===== src/rtl/pc_sequencer.sv =====
// Fetch/branch sequencer for an 8-bit LS161-based program counter.
// Drives PC count/load/clear controls and latches opcode and immediate bytes.
module pc_sequencer #(
  parameter logic [7:0] HALT_OP = 8'h7F
) (
  input  logic       clk,
  input  logic       reset,
  input  logic [7:0] romData,
  input  logic       flagZ,
  input  logic       flagC,
  input  logic       stall,
  output logic       assertRom,
  output logic       doJumpBar,
  output logic       pcResetBar,
  output logic [7:0] ir,
  output logic [7:0] operand,
  output logic       execStrobe,
  output logic       halted
);

  typedef enum logic [1:0] {
    S_FETCH   = 2'd0,
    S_OPERAND = 2'd1,
    S_EXEC    = 2'd2,
    S_HALT    = 2'd3
  } state_e;

  state_e     state_q, state_d;
  logic [7:0] ir_q, ir_d;
  logic [7:0] operand_q, operand_d;
  logic       is_jump;
  logic       cond_met;
  logic       active;

  // Stall and reset both freeze the sequence; reset additionally clears it.
  assign active     = !reset && !stall;
  assign is_jump    = (ir_q[7:6] == 2'b11);
  assign pcResetBar = ~reset;
  assign ir         = ir_q;
  assign operand    = operand_q;

  always_comb begin
    // NOTE: every combinational output gets a default first so no path infers a latch.
    cond_met = 1'b1;
    unique case (ir_q[5:4])
      2'b00: cond_met = 1'b1;
      2'b01: cond_met = flagZ;
      2'b10: cond_met = flagC;
      2'b11: cond_met = !flagZ;
      default: cond_met = 1'b1;
    endcase
  end

  always_comb begin
    state_d    = state_q;
    ir_d       = ir_q;
    operand_d  = operand_q;
    assertRom  = 1'b0;
    doJumpBar  = 1'b1;
    execStrobe = 1'b0;
    halted     = 1'b0;

    unique case (state_q)
      S_FETCH: begin
        if (active) begin
          assertRom = 1'b1;
          ir_d      = romData;
          if (romData == HALT_OP) state_d = S_HALT;
          else if (romData[7])    state_d = S_OPERAND;
          else                    state_d = S_EXEC;
        end
      end
      S_OPERAND: begin
        if (active) begin
          assertRom = 1'b1;
          operand_d = romData;
          if (is_jump) begin
            // A taken jump loads the target byte; load overrides count in the PC.
            doJumpBar = !cond_met;
            state_d   = S_FETCH;
          end else begin
            state_d = S_EXEC;
          end
        end
      end
      S_EXEC: begin
        if (active) begin
          execStrobe = 1'b1;
          state_d    = S_FETCH;
        end
      end
      S_HALT: begin
        halted = !reset;
      end
      default: state_d = S_FETCH;
    endcase
  end

  always_ff @(posedge clk) begin
    // NOTE: sequential state uses non-blocking assignments so all flops update together.
    if (reset) begin
      state_q   <= S_FETCH;
      ir_q      <= 8'h00;
      operand_q <= 8'h00;
    end else begin
      state_q   <= state_d;
      ir_q      <= ir_d;
      operand_q <= operand_d;
    end
  end

endmodule


===== config.mk =====
export PLATFORM = sky130hd
export DESIGN_NAME = pc_sequencer
export DESIGN_NICKNAME = d
export VERILOG_FILES = /design/src/rtl/pc_sequencer.sv
export SDC_FILE = /design/constraint.sdc
export NUM_CORES = 1
export LEC_CHECK = 0
export ABC_CLOCK_PERIOD_IN_PS = 1700
export BUFFER_PORTS_ARGS = -buffer_cell sky130_fd_sc_hd__buf_2
export CORE_UTILIZATION = 35
export DETAILED_ROUTE_END_ITERATION = 6
export SYNTH_ARGS = -nofsm -noshare
export SYNTH_HDL_FRONTEND = slang
export SYNTH_SLANG_ARGS = --single-unit

===== constraint.sdc =====
create_clock -name clk -period 1.7 [get_ports clk]
set_clock_uncertainty 0.05 [all_clocks]
set_input_delay 0.255 -clock clk [delete_from_list [all_inputs] [get_ports clk]]
set_output_delay 0.255 -clock clk [all_outputs]
set_load 0.02 [all_outputs]

==> reports/results.txt <==
status: finished, violations left
failing checks: negative setup slack
clock sink count: 18
crit path kind: reg2out
RD Place Congestion: 0.712
layout net count: 161
FP Rows: 17
final WL: 2080 um
vias post-DR: 835
Slew Viols, Final: 0
pin count of the biggest net entering global routing: 17
share of cells above drive strength 1: 42.7%
Ant. Diodes: 0
Final Hold Fails: 0
Fill cells: 226
DP Wirelength: 1470 um
pre-CTS worst setup slack: 0.0551 ns
Final period util: 100%
CTS tree: done
RSZ-0062 raised after global routing: yes
vias in the first global route: 813
commonest cells after routing, fill and taps aside: 32 x nand2_1, 31 x buf_2, 16 x dfxtp_1, 13 x o21ai_1, 12 x buf_4
CTS buffer count: 3
Root Buffer: clkbuf_4
die area: 2580 um^2
Worst path slowest cell: dfxtp_4
height of the die: 50.8 um
syn_area_per_cell: 8.40 um^2
worst rel slew slack: 83.8%
FF-to-FF End: state_q[0]$_SDFFE_PP0P_
Reg2Reg Depth: 6
synthesis-stage register bit count: 18
H-tree lvl count: 1
Mapped Area: 832 um^2
setup ws final: -0.00483 ns
Ys Warns: 0
Syn-to-layout area delta: 40.9%
Gate Count Post-Synth: 99
vias per inst: 4.88
area post-placement: 1030 um^2
Final Cell Area: 1170 um^2
Critical Path End: assertRom
pwr dens: 1260 nW/um^2
fin crit period: 1.70 ns
worst path required time: 1.39 ns
worst-path fanout max: 4
I/O pin count: 34
Chip Width: 50.8 um
initial core utilization: 37.3%
initial antenna violation count: 0
sequential fraction of the synthesis area: 43.3%
Clock transition at path regs: 0.10 ns
r2r startpoint: state_q[0]$_SDFFE_PP0P_
Crit. End Element: output pin
worst-margin pin slew: 0.240 ns
Overall Global Routing Usage: 18.1%
Arr. time, crit path: 1.40 ns
Setup crit start: state_q[0]$_SDFFE_PP0P_
# DRC: 0
Longest Clk Path Bufs: 2
syn nets: 116
setup violators final: 1
Detail Route Antenna Nets: 0
total grt overflow: 0
unique cell type count in the Yosys netlist: 25
DR iter-0 viols: 8
PortBufs: 33
max frequency: 0.587 GHz
first-pass GRT wire length: 3520 um
leakage: 0.531 nW
setup TNS: -0.00483 ns
Pre-antenna DRT Iters: 4
critical path, cell by cell: inv_4, ha_4, nor3b_4, or2_4, buf_6
worst reg-to-reg setup slack: 0.13 ns
detailed-route wire length per cell: 12.2 um
max incr delay on CP: 0.40 ns
commonest non-fill, non-tap cell in the layout: nand2_1
CORE AREA: 2230 um^2
Max Cap Viol: 0
Max rail drop VDD: 0.000739 V
Startpoint Class: flop
worst skew pair latency: 0.29 ns
min-delay worst type: in2reg
-- logic make-up after synthesis --
| kind of cell | count (synthesis) | synth area share, % |
|---|---|---|
| simple gates | 42 | 25.3 |
| flops | 18 | 43.3 |
| compound gates | 26 | 19.5 |
| buf+inv | 8 | 4.81 |
| xor+xnor | 1 | 1.05 |
| fa+ha+maj | 4 | 6.02 |
-- critical path, delay by kind of cell, from the launching register on --
kind / cells / cell delay (ns)
buffers and inverters: 2 / 0.17
flip-flops: 1 / 0.40
adder cells (fa/ha/maj): 1 / 0.15
AND/OR/NAND/NOR: 2 / 0.39
-- cell usage after synthesis --
cell type   n  area share, %
o21ai_0     5            3.0
buf_4       2            1.8
nand4_1     2            1.5
o21bai_1    1           0.90
nor4b_1     1            1.1
or2_2       1           0.75
ha_1        4            6.0
inv_1       2           0.90
xnor2_1     1            1.1
and3_1      1           0.75
a21oi_1     1           0.60
nand2_1    32             14
nor3b_1     1           0.90
a21boi_0    1           0.90
nand3_1     1           0.60
a221oi_2    1            1.8
o32ai_1     1            1.1
a32o_1      2            2.4
nor3b_4     2            4.5
o21ai_2     1            1.1
dfxtp_1    18             43
inv_2       2           0.90
nor2b_1     1           0.75
buf_2       2            1.2
o21ai_1    13            7.8
-- stage by stage --
step           util [%]  instances  hold WS (ns)  power (W)
2_1_floorplan         -         99         0.314   0.000914
3_3_place_gp       46.1        159         0.384    0.00105
3_5_place_dp       46.1        159         0.388    0.00106
4_1_cts            51.4        168         0.133    0.00146
5_1_grt            52.5        171         0.134    0.00159
6_report           52.5        171         0.146    0.00147
-- final cells by class --
class	count	area (um^2)	area share [%]
multi-input cells	73	459	39.2
inverters	4	20.0	1.71
repair buffers	44	256	21.9
flip-flops and latches	18	365	31.2
well taps	28	35.0	2.99
clock buffers	4	36.3	3.09
-- worst min path at each step --
| stage | depth (start not counted) | startpoint | to |
|---|---|---|---|
| after floorplan | 2 | romData[0] | ir[0]$_SDFFE_PP0P_ |
| after global placement | 2 | operand[1]$_SDFFE_PP0P_ | operand[1]$_SDFFE_PP0P_ |
| after detailed placement | 2 | operand[0]$_SDFFE_PP0P_ | operand[0]$_SDFFE_PP0P_ |
| after CTS | 3 | romData[5] | ir[5]$_SDFFE_PP0P_ |
| after global routing | 3 | romData[2] | ir[2]$_SDFFE_PP0P_ |
| final | 3 | romData[5] | ir[5]$_SDFFE_PP0P_ |
-- report_power, final --
group / switching (W) / internal, W / total (W)
clock: 0.000127 / 0.000130 / 0.000258
sequential: 0.0000594 / 0.000499 / 0.000558
combinational: 0.000340 / 0.000319 / 0.000659
total: 0.000527 / 0.000948 / 0.00147
-- layer usage --
layer / track usage (%) / vias to the layer above / wire length, um
met3: 6.67 / 6 / 106
met1: 20.9 / 374 / 941
met2: 30.2 / 27 / 1010
met5: 0 / - / 0
li1: - / 428 / -
met4: 6.48 / 0 / 25
-- flip-flops by register name, summed over array words and instances (netlist names) --
name,cells
operand,8
state_q,2
ir,8
-- timing repair --
item	CTS	global route
setup endpoints to repair	2	2
pin swaps	3	1
buffers inserted	5	3
gates resized for setup	14	1
hold endpoints to repair	0	0
hold buffers	0	0
Power figures use the tool's default switching activity.
